===== src/rtl/mult_pipeline_if.sv =====
// Issue, bypass-tap and write-back signals between execute/decode/write-back
// and the multiply pipeline.
interface mult_pipeline_if #(
    parameter int DATA_W = 32,
    parameter int STAGES = 5,
    parameter int ADDR_W = 5
);
    localparam int CNT_W = $clog2(STAGES + 1);

    logic                     stall_i;
    logic                     kill_i;
    logic                     valid_i;
    logic [31:0]              instr_i;
    logic [31:0]              pc_i;
    logic [DATA_W-1:0]        data_a_i;
    logic [DATA_W-1:0]        data_b_i;
    logic [ADDR_W-1:0]        wr_addr_i;
    logic                     wr_en_i;
    logic [ADDR_W-1:0]        rd_addr_a_i;
    logic [ADDR_W-1:0]        rd_addr_b_i;
    logic [STAGES-1:0]        stage_valid_o;
    logic [STAGES*ADDR_W-1:0] stage_addr_o;
    logic [STAGES-1:0]        stage_wr_en_o;
    logic                     hazard_o;
    logic [CNT_W-1:0]         inflight_o;
    logic                     wb_valid_o;
    logic                     wb_wr_en_o;
    logic [DATA_W-1:0]        wb_data_o;
    logic [ADDR_W-1:0]        wb_addr_o;
    logic [31:0]              wb_instr_o;
    logic [31:0]              wb_pc_o;

    modport master (
        output stall_i, kill_i, valid_i, instr_i, pc_i, data_a_i, data_b_i,
               wr_addr_i, wr_en_i, rd_addr_a_i, rd_addr_b_i,
        input  stage_valid_o, stage_addr_o, stage_wr_en_o, hazard_o, inflight_o,
               wb_valid_o, wb_wr_en_o, wb_data_o, wb_addr_o, wb_instr_o, wb_pc_o
    );

    modport slave (
        input  stall_i, kill_i, valid_i, instr_i, pc_i, data_a_i, data_b_i,
               wr_addr_i, wr_en_i, rd_addr_a_i, rd_addr_b_i,
        output stage_valid_o, stage_addr_o, stage_wr_en_o, hazard_o, inflight_o,
               wb_valid_o, wb_wr_en_o, wb_data_o, wb_addr_o, wb_instr_o, wb_pc_o
    );
endinterface


===== src/rtl/mult_pipeline.sv =====
// Parametrised RISC-V M multiply pipeline: result formed at issue, then carried
// with its tags through STAGES registers, with bypass taps and RAW hazard detect.
module mult_pipeline #(
    parameter int DATA_W = 32,
    parameter int STAGES = 5,
    parameter int ADDR_W = 5
) (
    input  logic           clk_i,
    input  logic           rst_i,
    mult_pipeline_if.slave bus
);
    localparam int CNT_W = $clog2(STAGES + 1);
    localparam int PW    = 2 * DATA_W;

    typedef struct packed {
        logic              valid;
        logic              wr_en;
        logic [ADDR_W-1:0] addr;
        logic [DATA_W-1:0] data;
        logic [31:0]       instr;
        logic [31:0]       pc;
    } stage_t;

    stage_t            stage_q [STAGES];
    stage_t            stage_d [STAGES];
    stage_t            issue_entry;
    logic [CNT_W-1:0]  inflight_q;
    logic [CNT_W-1:0]  inflight_d;
    logic              issue_acc;
    logic              retire;
    logic [2:0]        funct3;
    logic              a_signed;
    logic              b_signed;
    logic [PW-1:0]     a_ext;
    logic [PW-1:0]     b_ext;
    logic [PW-1:0]     prod;
    logic [DATA_W-1:0] result;

    always_comb begin
        funct3   = bus.instr_i[14:12];
        a_signed = (funct3[1:0] != 2'b11);
        b_signed = ~funct3[1];
        a_ext    = {{DATA_W{a_signed & bus.data_a_i[DATA_W-1]}}, bus.data_a_i};
        b_ext    = {{DATA_W{b_signed & bus.data_b_i[DATA_W-1]}}, bus.data_b_i};
        // Truncated product of the extended operands is exact for every signedness mix.
        prod     = a_ext * b_ext;
        if (funct3[2]) begin
            result = '0;
        end else if (funct3[1:0] == 2'b00) begin
            result = prod[DATA_W-1:0];
        end else begin
            result = prod[PW-1:DATA_W];
        end
    end

    assign issue_acc = bus.valid_i & ~bus.stall_i & ~bus.kill_i;
    assign retire    = stage_q[STAGES-1].valid;

    always_comb begin
        issue_entry.valid = issue_acc;
        issue_entry.wr_en = bus.wr_en_i & ~funct3[2];
        issue_entry.addr  = bus.wr_addr_i;
        issue_entry.data  = result;
        issue_entry.instr = bus.instr_i;
        issue_entry.pc    = bus.pc_i;

        stage_d    = stage_q;
        inflight_d = inflight_q;
        if (bus.kill_i) begin
            for (int k = 0; k < STAGES; k++) begin
                stage_d[k].valid = 1'b0;
            end
            inflight_d = '0;
        end else if (!bus.stall_i) begin
            stage_d[0] = issue_entry;
            for (int k = 1; k < STAGES; k++) begin
                stage_d[k] = stage_q[k-1];
            end
            if (issue_acc && !retire) begin
                inflight_d = inflight_q + CNT_W'(1);
            end else if (!issue_acc && retire) begin
                inflight_d = inflight_q - CNT_W'(1);
            end
        end
    end

    always_ff @(posedge clk_i) begin
        if (rst_i) begin
            for (int k = 0; k < STAGES; k++) begin
                stage_q[k] <= '0;
            end
            inflight_q <= '0;
        end else begin
            for (int k = 0; k < STAGES; k++) begin
                stage_q[k] <= stage_d[k];
            end
            inflight_q <= inflight_d;
        end
    end

    logic [STAGES-1:0]        valid_vec;
    logic [STAGES-1:0]        wr_en_vec;
    logic [STAGES*ADDR_W-1:0] addr_vec;
    logic [STAGES-1:0]        hz_vec;

    genvar gi;
    generate
        for (gi = 0; gi < STAGES; gi++) begin : g_tap
            assign valid_vec[gi]                  = stage_q[gi].valid;
            assign wr_en_vec[gi]                  = stage_q[gi].valid & stage_q[gi].wr_en;
            assign addr_vec[gi*ADDR_W +: ADDR_W]  = stage_q[gi].addr;
            if (gi < STAGES - 1) begin : g_hz
                assign hz_vec[gi] = stage_q[gi].valid & stage_q[gi].wr_en &
                    (((stage_q[gi].addr == bus.rd_addr_a_i) && (bus.rd_addr_a_i != '0)) ||
                     ((stage_q[gi].addr == bus.rd_addr_b_i) && (bus.rd_addr_b_i != '0)));
            end else begin : g_wb
                // Decode bypasses the retiring entry from wb_data_o, so it never stalls.
                assign hz_vec[gi] = 1'b0;
            end
        end
    endgenerate

    assign bus.stage_valid_o = valid_vec;
    assign bus.stage_wr_en_o = wr_en_vec;
    assign bus.stage_addr_o  = addr_vec;
    assign bus.hazard_o      = |hz_vec;
    assign bus.inflight_o    = inflight_q;
    assign bus.wb_valid_o    = stage_q[STAGES-1].valid;
    assign bus.wb_wr_en_o    = stage_q[STAGES-1].valid & stage_q[STAGES-1].wr_en;
    assign bus.wb_data_o     = stage_q[STAGES-1].data;
    assign bus.wb_addr_o     = stage_q[STAGES-1].addr;
    assign bus.wb_instr_o    = stage_q[STAGES-1].instr;
    assign bus.wb_pc_o       = stage_q[STAGES-1].pc;
endmodule


===== src/flat_wrapper.sv =====
// flat-port wrapper written by rule: the top's interface ports become plain ports
module mult_pipeline_flat 
#(
    parameter int DATA_W = 32,
    parameter int STAGES = 5,
    parameter int ADDR_W = 5
)
  (clk_i, rst_i, bus_stall_i, bus_kill_i, bus_valid_i, bus_instr_i, bus_pc_i, bus_data_a_i, bus_data_b_i, bus_wr_addr_i, bus_wr_en_i, bus_rd_addr_a_i, bus_rd_addr_b_i, bus_stage_valid_o, bus_stage_addr_o, bus_stage_wr_en_o, bus_hazard_o, bus_inflight_o, bus_wb_valid_o, bus_wb_wr_en_o, bus_wb_data_o, bus_wb_addr_o, bus_wb_instr_o, bus_wb_pc_o);
  mult_pipeline_if #(.DATA_W(DATA_W), .STAGES(STAGES), .ADDR_W(ADDR_W)) bus_i ();
  input  logic clk_i;
  input  logic rst_i;
  input wire logic [$bits(bus_i.stall_i)-1:0] bus_stall_i;
  input wire logic [$bits(bus_i.kill_i)-1:0] bus_kill_i;
  input wire logic [$bits(bus_i.valid_i)-1:0] bus_valid_i;
  input wire logic [$bits(bus_i.instr_i)-1:0] bus_instr_i;
  input wire logic [$bits(bus_i.pc_i)-1:0] bus_pc_i;
  input wire logic [$bits(bus_i.data_a_i)-1:0] bus_data_a_i;
  input wire logic [$bits(bus_i.data_b_i)-1:0] bus_data_b_i;
  input wire logic [$bits(bus_i.wr_addr_i)-1:0] bus_wr_addr_i;
  input wire logic [$bits(bus_i.wr_en_i)-1:0] bus_wr_en_i;
  input wire logic [$bits(bus_i.rd_addr_a_i)-1:0] bus_rd_addr_a_i;
  input wire logic [$bits(bus_i.rd_addr_b_i)-1:0] bus_rd_addr_b_i;
  output wire logic [$bits(bus_i.stage_valid_o)-1:0] bus_stage_valid_o;
  output wire logic [$bits(bus_i.stage_addr_o)-1:0] bus_stage_addr_o;
  output wire logic [$bits(bus_i.stage_wr_en_o)-1:0] bus_stage_wr_en_o;
  output wire logic [$bits(bus_i.hazard_o)-1:0] bus_hazard_o;
  output wire logic [$bits(bus_i.inflight_o)-1:0] bus_inflight_o;
  output wire logic [$bits(bus_i.wb_valid_o)-1:0] bus_wb_valid_o;
  output wire logic [$bits(bus_i.wb_wr_en_o)-1:0] bus_wb_wr_en_o;
  output wire logic [$bits(bus_i.wb_data_o)-1:0] bus_wb_data_o;
  output wire logic [$bits(bus_i.wb_addr_o)-1:0] bus_wb_addr_o;
  output wire logic [$bits(bus_i.wb_instr_o)-1:0] bus_wb_instr_o;
  output wire logic [$bits(bus_i.wb_pc_o)-1:0] bus_wb_pc_o;
  assign bus_i.stall_i = bus_stall_i;
  assign bus_i.kill_i = bus_kill_i;
  assign bus_i.valid_i = bus_valid_i;
  assign bus_i.instr_i = bus_instr_i;
  assign bus_i.pc_i = bus_pc_i;
  assign bus_i.data_a_i = bus_data_a_i;
  assign bus_i.data_b_i = bus_data_b_i;
  assign bus_i.wr_addr_i = bus_wr_addr_i;
  assign bus_i.wr_en_i = bus_wr_en_i;
  assign bus_i.rd_addr_a_i = bus_rd_addr_a_i;
  assign bus_i.rd_addr_b_i = bus_rd_addr_b_i;
  assign bus_stage_valid_o = bus_i.stage_valid_o;
  assign bus_stage_addr_o = bus_i.stage_addr_o;
  assign bus_stage_wr_en_o = bus_i.stage_wr_en_o;
  assign bus_hazard_o = bus_i.hazard_o;
  assign bus_inflight_o = bus_i.inflight_o;
  assign bus_wb_valid_o = bus_i.wb_valid_o;
  assign bus_wb_wr_en_o = bus_i.wb_wr_en_o;
  assign bus_wb_data_o = bus_i.wb_data_o;
  assign bus_wb_addr_o = bus_i.wb_addr_o;
  assign bus_wb_instr_o = bus_i.wb_instr_o;
  assign bus_wb_pc_o = bus_i.wb_pc_o;
  mult_pipeline #(.DATA_W(DATA_W), .STAGES(STAGES), .ADDR_W(ADDR_W)) u_core (.clk_i(clk_i), .rst_i(rst_i), .bus(bus_i));
endmodule

===== config.mk =====
export PLATFORM = sky130hd
export DESIGN_NAME = mult_pipeline_flat
export DESIGN_NICKNAME = d
export VERILOG_FILES = /design/src/rtl/mult_pipeline_if.sv /design/src/rtl/mult_pipeline.sv /design/src/flat_wrapper.sv
export SDC_FILE = /design/constraint.sdc
export NUM_CORES = 2
export LEC_CHECK = 0
export CORE_MARGIN = 10
export CORE_UTILIZATION = 55
export DETAILED_ROUTE_END_ITERATION = 8
export PLACE_DENSITY = 0.78
export SYNTH_ARGS = -nofsm -noshare
export SYNTH_HDL_FRONTEND = slang
export SYNTH_SLANG_ARGS = --single-unit

===== constraint.sdc =====
create_clock -name clk_i -period 20.4 [get_ports clk_i]
set_clock_uncertainty 0.2 [all_clocks]
set_input_delay 6.12 -clock clk_i [delete_from_list [all_inputs] [get_ports clk_i]]
set_output_delay 6.12 -clock clk_i [all_outputs]
set_load 0.1 [all_outputs]

==> Word level (Yosys, flattened, before mapping) <==
Cells that the tools add are included.
{ "op_classes": {"n_addsub": 2, "multipliers": 1, "div_mod_pow": 0, "order_cmp": 0, "n_eq_ne": 9, "shifts": 0, "muxes": 4, "n_bitwise": 18, "n_reduce_logical": 24} }
{ "ops": {"columns": ["operator", "count"], "rows": [
  ["33-bit by 33-bit multiplier with 64-bit output", 1],
  ["32-bit 2-to-1 mux", 2],
  ["5-bit == test", 8],
  ["1-bit bitwise AND", 14],
  ["1-bit logical AND", 10],
  ["5-bit nonzero test", 2],
  ["3-bit 2-to-1 mux", 2],
  ["1-bit logical OR", 4],
  ["1-bit inverter", 4],
  ["2-bit AND reduction", 2],
  ["4-bit OR reduction", 1],
  ["3-bit by 1-bit adder with 3-bit output, second input constant", 1],
  ["3-bit by 1-bit subtractor with 3-bit output, second input constant", 1],
  ["1-bit logical NOT", 2],
  ["2-bit logical NOT", 1],
  ["2-bit != test, second input constant", 1],
  ["2-bit nonzero test", 1],
  ["2-bit OR reduction", 1]
]} }
{ "word_totals": {"regBits": 518, "latchBits": 0, "ram_bits": 0, "romBits": 0, "input_bits": 149, "elab_cells": 89, "n_memories": 0} }

==> Logic depth before layout (Yosys ltp) <==
{ "depth": {"word_depth": 7, "mapped_depth": 30, "depth_no_buf": 29} }

==> Worst setup path after synthesis <==
Ideal clock, no wire load.
{ "synth_path": {"path_kind": "in2out", "from": "input bus_rd_addr_a_i[1]", "to": "output bus_hazard_o", "arrival_time_ps": 8129, "t_required_ps": 14080, "path_slack_ps": 5951, "stages": 6, "n_path_buf": 1, "path_cell_list": "clkbuf_1 or4_1 nor2_1 nor4_1 o21ai_0 nand4_1"} }
{ "synth_via": {"elab_chain_len": 5, "word_cells_on_any_way": 18, "classes_between": "4 x eq/ne; 4 x bitwise; 10 x reduce/logical"} }
{ "synth_lines": {"columns": ["element", "line_no", "text"], "rows": [
  ["start, declared", "flat_wrapper.sv:21", "input wire logic [$bits(bus_i.rd_addr_a_i)-1:0] bus_rd_addr_a_i;"],
  ["5-bit == test or 5-bit nonzero test (tied branches)", "mult_pipeline.sv:114", "(((stage_q[gi].addr == bus.rd_addr_a_i) && (bus.rd_addr_a_i != '0)) ||"],
  ["1-bit logical AND", "mult_pipeline.sv:114", null],
  ["1-bit logical OR", "mult_pipeline.sv:114", null],
  ["1-bit bitwise AND", "mult_pipeline.sv:113", "assign hz_vec[gi] = stage_q[gi].valid & stage_q[gi].wr_en &"],
  ["4-bit OR reduction (*)", "mult_pipeline.sv:126", "assign bus.hazard_o = |hz_vec;"],
  ["end, declared", "flat_wrapper.sv:26", "output wire logic [$bits(bus_i.hazard_o)-1:0] bus_hazard_o;"]
]} }
Every way passes the cells marked *; elsewhere a longest branch is shown, timed or not.

==> Worst setup path in the final report <==
{ "layout_path": {"from": "input bus_data_b_i[0]", "to": "register u_core.stage_q[504] in the netlist's numbering"} }
{ "layout_via": {"elab_chain_len": 3} }
{ "layout_lines": {"columns": ["element", "line_no", "text"], "rows": [
  ["start, declared", "flat_wrapper.sv:18", "input wire logic [$bits(bus_i.data_b_i)-1:0] bus_data_b_i;"],
  ["33-bit by 33-bit multiplier with 64-bit output", "mult_pipeline.sv:46", "prod = a_ext * b_ext;"],
  ["32-bit 2-to-1 mux", "mult_pipeline.sv:49", "end else if (funct3[1:0] == 2'b00) begin"],
  ["32-bit 2-to-1 mux", "mult_pipeline.sv:47", "if (funct3[2]) begin"],
  ["end signal, assigned by index", "mult_pipeline.sv:95", "stage_q[k] <= stage_d[k];"],
  ["end, declared", "mult_pipeline.sv:24", "stage_t stage_q [STAGES];"]
]} }
Every way passes these cells.
A chain may end at the register's enable or synchronous reset.

==> results_dict.tcl <==
set metrics [dict create \
    io_pins 291 \
    grt_pass1_wl_um 239900 \
    cts_made_buffers 50 \
    grt_pass1_vias 45380 \
    wl_per_cell_um 18.49 \
    initial_core_util_pct 55.42 \
    syn-cell-area_um2 57360 \
    antenna_found_initial 4 \
    cp_data_arrival_time_ps 15550 \
    setup_tns_ps 0 \
    nFillCells 8857 \
    yosysSeqAreaShare_pct 18.08 \
    syn_inst 6660 \
    ant_nets 0 \
    core-area_um2 103500 \
    yosysTopAreaCellShare_pct 39.30 \
    nets 8007 \
    crit_fanout 33 \
    drc 0 \
    finalHoldViolCount 0 \
    end_kind "register" \
    async_flop_share_pct 0 \
    period_share_pct 74.94 \
    ys_ff_latch 518 \
    drive_gt1_share_pct 3.080 \
    grt_max_degree 206 \
    cts.sink_count 518 \
    cts_tree "built" \
    worst_slew_pin_slew_ps 1268 \
    clk_pin_slew_ps 60 \
    die_x_um 342.9 \
    fin_crit_ps 15290 \
    post_cts_buffers 0 \
    ys_types 79 \
    insertion_delay_ps 590 \
    gr-total-overflow 0 \
    drtIter0Drc 3328 \
    yosys-top-cells-count "1712 x nand2_1, 1126 x fa_1, 1118 x inv_1" \
    cts_max_level 2 \
    synth_nets 8148 \
    hold_path_class "reg2reg" \
    setup_viol 0 \
    vias 43050 \
    critPathKind "in2reg" \
    final_max_slew_viol_count 0 \
    rows 118 \
    die_h_um 342.9 \
    cp_data_required_time_ps 20660 \
    synth_flop_cell "dfxtp_1" \
    hpwlAfterDp_um 111100 \
    cts_resized 0 \
    grt_util_all_layers_pct 25.14 \
    synth_top_cell_by_area "fa_1" \
    drt_pass1_iterations 6 \
    syn_to_final_growth_pct 7.290 \
    synth.area.top_cells "fa_1 39%, dfxtp_1 18%, nand2_1 11%, inv_1 7.3%, a21oi_1 4.8%" \
    drv_cap 0 \
    ctsHoldBuffers 0 \
    die_area_um2 117600 \
    gp_congestion 0.9251 \
    clock_path_buffers 3 \
    ys.warnings.count 0 \
    synth_most_common_cell "nand2_1" \
    cts-root-buf "clkbuf_16" \
    numPortBuffers 290 \
    totalWireLength_um 146800 \
    status "finished clean" \
    clock.fmax_mhz 65.41 \
    relSlewSlack_pct 15.22 \
    synth_edf_count 0 \
    rsz0062_at_grt "no" \
    syn_avg_cell_area_um2 8.613 \
    cp-start-kind "input pin" \
    viasPerCell 5.419 \
]
[per-layer routing]
| metal | share of wire [%] | vias to the layer above | track usage, % | wire [um] |
|---|---|---|---|---|
| met5 | 0 | - | 0 | 0 |
| li1 | - | 19420 | - | - |
| met4 | 3.4 | 0 | 7.555 | 4920 |
| met3 | 10 | 353 | 5.644 | 14940 |
| met2 | 47 | 2015 | 41.19 | 68410 |
| met1 | 40 | 21270 | 33.22 | 58570 |
[flip-flops by register name, summed over array words and instances, names as in the netlist]
name	cells
u_core.bus.wb_data_o	32
u_core.bus.stage_addr_o	20
u_core.bus.wb_instr_o	32
u_core.bus.inflight_o	3
u_core.bus.wb_pc_o	32
u_core.bus.wb_addr_o	5
u_core.stage_q	389
u_core.bus.stage_valid_o	4
u_core.bus.wb_valid_o	1
[cells by family after synthesis]
logic type      synth area share (%)
mux                          0.08726
simple gates                   17.01
xor+xnor                       1.741
fa+ha+maj                      43.94
compound gates                 7.318
flops                          18.08
buf+inv                        11.82
[layout by cell type, fill, tap and decap left out, drive strengths merged, types with 17 or more instances in the layout]
cell and count:
nand2 1712, fa 1126, inv 1121, a21oi 551, dfxtp 518, and2 372
clkdlybuf4s50 266, ha 213, nor2 81, buf 79, xnor2 76, o21ai 69
clkbuf 69, xor2 38, nand3 22, a21o 21, nand4 17
[worst max-delay path: stages]
cell,delay (ps)
clkdlybuf4s50_1,1080
nand2_1,380
inv_1,140
fa_1,550
inv_1,140
fa_1,560
inv_1,70
fa_1,740
inv_1,250
fa_1,850
inv_1,380
fa_1,560
fa_1,510
fa_1,490
inv_1,50
fa_1,470
inv_1,50
ha_1,370
and2_1,220
and3_1,200
a221o_1,340
or2_0,240
o2111ai_1,220
nor3b_1,210
o21ai_1,90
a32o_1,250
[worst paths after layout]
path	start	end	slack [ps]	cells after the start
max	bus_data_b_i[0]	u_core.stage_q[504]	5110	26
min	u_core.stage_q[133]	u_core.bus.wb_pc_o[30]	230	2
max reg2reg	u_core.bus.wb_valid_o	u_core.bus.inflight_o[2]	18650	8
min reg2reg	u_core.stage_q[133]	u_core.bus.wb_pc_o[30]	230	2
[per-stage QoR]
stage	instance area, um2	hold slack (ps)	cells	utilization [%]	setup slack, ps
2_1_floorplan	57360	231.2	6660	-	5951
3_3_place_gp	59760	235.3	7847	57.74	4819
3_5_place_dp	59760	240.9	7847	57.74	4692
4_1_cts	61530	222.5	7939	59.45	5129
5_1_grt	61540	228.6	7943	59.46	4614
6_report	61540	226.1	7944	59.46	5113
[area by class of cell]
class	instances	area, um2	area share [%]
clock inverters	23	349.1	0.5672
well taps	1380	1727	2.806
flip-flops and latches	518	10370	16.85
clock buffers	69	1423	2.312
repair buffers	345	3231	5.249
multi-input cells	4486	40230	65.38
diodes	5	12.51	0.02033
inverters	1118	4197	6.819
Power is left out: the tool's default activity adds up to more than one toggle a clock period on the data nets, which glitch-free logic cannot reach.
